**config.mk**
```make
export PLATFORM = sky130hd
export DESIGN_NAME = fetch_pair_stage
export DESIGN_NICKNAME = d
export VERILOG_FILES = /design/src/rtl/fetch_pair_stage.sv
export SDC_FILE = /design/constraint.sdc
export NUM_CORES = 1
export LEC_CHECK = 0
export CELL_PAD_IN_SITES_DETAIL_PLACEMENT = 0
export CELL_PAD_IN_SITES_GLOBAL_PLACEMENT = 2
export CORE_MARGIN = 1.5
export CORE_UTILIZATION = 25
export DETAILED_ROUTE_END_ITERATION = 8
export GPL_TIMING_DRIVEN = 0
export HOLD_SLACK_MARGIN = 0.1
export PLACE_DENSITY_LB_ADDON = 0.1
export SLEW_MARGIN = 10
export SYNTH_ARGS = -nofsm -noshare
export SYNTH_HDL_FRONTEND = slang
export SYNTH_SLANG_ARGS = --single-unit
```
**constraint.sdc**
```tcl
create_clock -name clk -period 2 [get_ports clk]
set_clock_uncertainty 0.05 [all_clocks]
set_input_delay 0.4 -clock clk [delete_from_list [all_inputs] [get_ports clk]]
set_output_delay 0.4 -clock clk [all_outputs]
set_load 0.05 [all_outputs]
```
**src/rtl/fetch_pair_stage.sv**
```systemverilog
// Dual-lane fetch stage with IF/ID pipeline register for the 2-wide MIPS core.
// Holds the PC, captures the fetched word pair, and predecodes both lanes for the hazard controller.
module fetch_pair_stage #(
  parameter logic [31:0] RESET_PC = 32'h0000_0000,
  parameter logic [31:0] NOP_WORD = 32'h0000_0000
) (
  input  logic        clk,
  input  logic        rst,
  input  logic        pc_en,
  input  logic        pc_src,
  input  logic [31:0] target,
  input  logic        swp,
  input  logic        if_id_en_p1,
  input  logic        if_id_en_p2,
  input  logic        flush_p1_inst,
  input  logic        flush_p1_pc,
  input  logic        flush_p2,
  output logic [31:0] imem_addr,
  input  logic [31:0] imem_inst_p1,
  input  logic [31:0] imem_inst_p2,
  output logic [31:0] inst_p1,
  output logic [31:0] inst_p2,
  output logic [31:0] pc4_p1,
  output logic [31:0] pc4_p2,
  output logic        isBub,
  output logic        reg_write_p1,
  output logic        reg_write_p2,
  output logic        memread_p2,
  output logic [4:0]  rw_p1,
  output logic [4:0]  rw_p2
);

  localparam logic [5:0] OP_RTYPE = 6'b000000;
  localparam logic [5:0] OP_JAL   = 6'b000011;
  localparam logic [5:0] OP_ADDI  = 6'b001000;
  localparam logic [5:0] OP_ADDIU = 6'b001001;
  localparam logic [5:0] OP_SLTI  = 6'b001010;
  localparam logic [5:0] OP_SLTIU = 6'b001011;
  localparam logic [5:0] OP_ANDI  = 6'b001100;
  localparam logic [5:0] OP_ORI   = 6'b001101;
  localparam logic [5:0] OP_XORI  = 6'b001110;
  localparam logic [5:0] OP_LUI   = 6'b001111;
  localparam logic [5:0] OP_LW    = 6'b100011;
  localparam logic [5:0] FN_JR    = 6'b001000;
  localparam logic [5:0] FN_JALR  = 6'b001001;

  logic [31:0] pc_q, pc_d;
  logic [31:0] inst1_q, inst1_d, pc41_q, pc41_d;
  logic [31:0] inst2_q, inst2_d, pc42_q, pc42_d;
  logic        valid1_q, valid1_d, valid2_q, valid2_d;
  logic        bub_q, bub_d;
  logic [5:0]  pre1, pre2;

  // Redirect target is forced word-aligned by masking its low two bits.
  always_comb begin
    pc_d = pc_q;
    if (pc_en) begin
      if (pc_src)   pc_d = target & 32'hFFFF_FFFC;
      else if (swp) pc_d = pc_q + 32'd4;
      else          pc_d = pc_q + 32'd8;
    end
  end

  always_comb begin
    inst1_d  = inst1_q;
    pc41_d   = pc41_q;
    valid1_d = valid1_q;
    if (if_id_en_p1) begin
      if (swp) begin
        inst1_d  = inst2_q;
        pc41_d   = pc42_q;
        valid1_d = valid2_q;
      end else begin
        inst1_d  = imem_inst_p1;
        pc41_d   = pc_q + 32'd4;
        valid1_d = 1'b1;
      end
    end
    if (flush_p1_inst) begin
      inst1_d  = NOP_WORD;
      valid1_d = 1'b0;
    end
    if (flush_p1_pc) pc41_d = 32'd0;
  end

  // A lane-2 flush keeps the old pc4; only the instruction becomes a bubble.
  always_comb begin
    inst2_d  = inst2_q;
    pc42_d   = pc42_q;
    valid2_d = valid2_q;
    bub_d    = bub_q;
    if (flush_p2) begin
      inst2_d  = NOP_WORD;
      valid2_d = 1'b0;
      bub_d    = 1'b1;
    end else if (if_id_en_p2) begin
      inst2_d  = swp ? imem_inst_p1 : imem_inst_p2;
      pc42_d   = swp ? (pc_q + 32'd4) : (pc_q + 32'd8);
      valid2_d = 1'b1;
      bub_d    = 1'b0;
    end
  end

  always_ff @(posedge clk or negedge rst) begin
    if (!rst) begin
      pc_q     <= RESET_PC;
      inst1_q  <= NOP_WORD;
      pc41_q   <= 32'd0;
      valid1_q <= 1'b0;
      inst2_q  <= NOP_WORD;
      pc42_q   <= 32'd0;
      valid2_q <= 1'b0;
      bub_q    <= 1'b0;
    end else begin
      pc_q     <= pc_d;
      inst1_q  <= inst1_d;
      pc41_q   <= pc41_d;
      valid1_q <= valid1_d;
      inst2_q  <= inst2_d;
      pc42_q   <= pc42_d;
      valid2_q <= valid2_d;
      bub_q    <= bub_d;
    end
  end

  // Returns {reg_write, rw}; an invalid lane reports nothing so bubbles never look like hazards.
  function automatic logic [5:0] predecode(input logic [31:0] inst, input logic valid);
    logic       we;
    logic [4:0] rw;
    we = 1'b0;
    rw = 5'd0;
    case (inst[31:26])
      OP_RTYPE: begin
        if (inst[5:0] == FN_JALR) begin
          we = 1'b1;
          rw = 5'd31;
        end else if (inst[5:0] != FN_JR) begin
          we = 1'b1;
          rw = inst[15:11];
        end
      end
      OP_LW, OP_ADDI, OP_ADDIU, OP_SLTI, OP_SLTIU,
      OP_ANDI, OP_ORI, OP_XORI, OP_LUI: begin
        we = 1'b1;
        rw = inst[20:16];
      end
      OP_JAL: begin
        we = 1'b1;
        rw = 5'd31;
      end
      default: begin
        we = 1'b0;
        rw = 5'd0;
      end
    endcase
    return valid ? {we, rw} : 6'd0;
  endfunction

  always_comb begin
    pre1 = predecode(inst1_q, valid1_q);
    pre2 = predecode(inst2_q, valid2_q);
  end

  assign imem_addr    = pc_q;
  assign inst_p1      = inst1_q;
  assign inst_p2      = inst2_q;
  assign pc4_p1       = pc41_q;
  assign pc4_p2       = pc42_q;
  assign isBub        = bub_q;
  assign reg_write_p1 = pre1[5];
  assign rw_p1        = pre1[4:0];
  assign reg_write_p2 = pre2[5];
  assign rw_p2        = pre2[4:0];
  assign memread_p2   = valid2_q && (inst2_q[31:26] == OP_LW);

endmodule

```
==> results of run 1 <==
state kept, by name (all words and copies together), names as in the netlist:
signal	cells
inst_p1	32
inst_p2	32
pc4_p1	31
imem_addr	30
pc4_p2	30
isBub	1
valid1_q	1
valid2_q	1
routing by layer:
layer  vias up  wire (um)  share of wire
li1       4240          -              -
met1      4373      18700           0.45
met2       240      20300           0.49
met3        30       1760          0.043
met4         0        447          0.011
met5         -          0              0
placed cells by master (no fill, tap or decap), types with 9 or more instances in the layout:
cell type / instances
buf_6: 22
nand3_2: 10
clkbuf_2: 17
o21ai_0: 47
a2bb2oi_1: 9
a21oi_1: 21
nor2b_1: 24
buf_4: 59
a21oi_4: 10
o22ai_1: 25
nand3_1: 20
clkbuf_4: 9
buf_2: 14
nor4_4: 10
inv_1: 10
mux2i_1: 68
dlygate4sd2_1: 148
clkdlybuf4s50_1: 100
a22o_1: 15
nand2_1: 72
dfrtp_2: 33
a211oi_1: 68
xor2_1: 20
nor2_1: 94
nand4_1: 16
dfrtp_1: 125
a22oi_2: 10
xnor2_1: 19
clkbuf_16: 17
xor2_2: 9
a31oi_1: 17
clkbuf_1: 37
path summary, 6_finish.rpt:
| path | endpoint | slack [ns] | cells past startpoint |
|---|---|---|---|
| min reg2reg | isBub | 0.43 | 1 |
| max in group asynchronous | imem_addr[16] | 0.55 | 4 |
| min | inst_p1[0] | 0.31 | 2 |
| max | rw_p1[3] | -0.85 | 6 |
| min in group asynchronous | inst_p1[6] | 0.33 | 2 |
| max reg2reg | pc4_p1[25] | 0.02 | 9 |
stage by stage:
| stage | setup WS, ns | hold WS, ns | power, mW | TNS, ns | instances |
|---|---|---|---|---|---|
| floorplan | -0.290 | 0.0544 | 6.40 | -3.15 | 982 |
| global placement | -7.74 | 0.413 | 8.03 | -1232.11 | 1714 |
| detailed placement | -1.08 | 0.208 | 8.05 | -97.42 | 1716 |
| CTS | -0.858 | 0.311 | 12.0 | -9.88 | 1770 |
| global route | -0.894 | 0.334 | 12.5 | -10.03 | 1800 |
| finish | -0.850 | 0.308 | 12.0 | -9.25 | 1800 |
layout make-up:
type / count / area [um^2] / area share
buffer: 97 / 556 / 0.0389
clock buffer: 21 / 450 / 0.0315
clock inverter: 11 / 236 / 0.0166
inverter: 10 / 37.5 / 0.00263
multi-input combinational: 717 / 5390 / 0.378
sequential: 158 / 4000 / 0.280
tap: 461 / 577 / 0.0404
timing repair buffer: 325 / 3040 / 0.213
logic make-up after synthesis:
logic type,Yosys count
compound gates,271
xor+xnor,51
fa+ha+maj,2
buf+inv,107
flops,158
mux,69
other cells,1
simple gates,320
power by group:
group / switching [mW] / internal, mW / total [mW]
logic: 2.79 / 1.35 / 4.14
clock network: 1.46 / 2.50 / 3.96
registers: 0.351 / 3.56 / 3.91
timing repair:
item                                    in CTS  in global routing
pin swaps                                   25                 31
gates resized for setup                    322                100
cloned                                       1                  0
endpoints found under the hold margin       23                  0
endpoints found under the setup margin     288                101
buffers inserted                            20                 30
hold buffers                                 1                  0
critical path, stage by stage, from the launching register on:
cell	delay, ns
dfrtp_2	0.40
or4b_4	0.59
o31a_1	0.30
buf_12	0.15
a22oi_2	0.24
a21oi_4	0.08
buf_6	0.18
==> results.md, run 1 <==
- Status: complete, but fails checks
- Relative slew slack: 0.509
- Top-area cell type share of the netlist area: 0.433
- Most frequent cell after synthesis: dfrtp_1
- Period utilisation layout: 1.43
- Root buf cell: clkbuf_16
- Finish-stage setup viols: 13
- Worst Setup SP: inst_p1[1]
- Worst Path Arrival: 2.40 ns
- Hpwl dp: 31000 um
- TritonRoute pass-1 iters: 9
- Clock Latency Late Sink: about 0.45 ns
- Layout area overhead: 56.3%
- Core area: 35700 um^2
- Class of the worst hold path: in2reg
- Total GRT Usage: 0.219
- Vias post-DR: just under 9000
- Initial antenna violation count: 0
- I/O pin count: between 200 and 300
- HP Start: flush_p1_inst
- Hold Vio Cnt, Final: 0
- Yosys warnings: 0
- Nets: 1434
- Sequential area share after synthesis: 0.433
- Iter 0 DRT Violations: 597
- TritonCTS clock tree: done
- Largest family of logic cells by synthesized area: compound AO/OA/AOI/OAI gates
- Met3 Use GR: 0.0311
- Crit path time final: 2.85 ns
- Syn Inst Count: 979
- Final worst slack: -0.850 ns
- Synth area leader: dfrtp_1
- Vias in the first global route: 9260
- Most instantiated cells after synthesis: 158 x dfrtp_1, 104 x nor2_1, 79 x nand2_1
- Met1 Use GR: 0.291
- Share of layout cells above drive strength 1: 0.232
- EDFF count, synth: 0
- Yosys reg bits: 158
- Top cells by area, synth: dfrtp_1 43%, mux2i_1 7.6%, a211oi_1 5.6%, nor2_1 4.3%, nand2_1 3.2%
- Critical Path Fanout Max: 6
- Ant diodes: 0
- DRC Markers: 24
- Post-placement cell area: 12700 um^2
- Grt ovf: 0
- Finished Core Util: 0.400
- Simple-Gate Fraction of Synth Area: 0.186
- Violated checks: design-rule violations, negative setup slack
- Mux cell area share after synthesis: 0.0756
- CTS H-tree depth: 4
- GR peak layer: met2
- # rows: 69
- Worst-Margin Slew: 0.736 ns
- Pins Over Slew Limit: 0
- Design area: 14300 um^2
- DR WL/cell: around 23 um
- Fmax: 351 MHz
- Crit. End Element: output pin
- Largest net degree at the start of global routing: 82
- # clock sinks: around 160
- Peak supply drop: between 0.6 and 0.7 mV
- CTS buffer count: 17
- Mapped Area: 9140 um^2
- Antenna-violating nets left: 0
- Reg2reg start: imem_addr[3]
- Post-Synth XOR/XNOR Area: 0.0489
- CP required: 1.55 ns
- Routability Congestion: 0.830
- Syn Area/Cell: 9.33 um^2
- M2 GR Usage: 0.374
- Critical path type: reg2out
- Top FF cell, synth: dfrtp_1
- Max clock buf depth: 2
- Crit path launch type: register
- Fraction of registers with async set/reset: 1.00
- LEAKAGE: 6.21 nW
- Die H: 194 um
- Clock transition at path regs: 0.07 ns
- # fillers: between 3000 and 4000
- RSZ-0062 raised after global routing: true
- Starting density of the core: 0.256
- Post-synthesis compound-gate area fraction: 0.199
- Max cap viols: 0
- DR vias/cell: slightly below 5
- Synth Area in Adders: 0.00274
- Die Width: 194 um
- Pwr Density: around 840 nW/um^2
- # port buffers: 271
- Die area: about 38000 um^2
- Final wirelength: 41200 um
- Post-synthesis cell type count: 67
- First-pass GRT wire length: 61700 um
Note: power is estimated with default switching activity, not from simulation.
==> run 2, diff against run 1 <==
- CTS_CLUSTER_DIAMETER: default -> 100
==> results of run 2 <==
No change in the layout: final DEF, timing and power equal those of run 1.
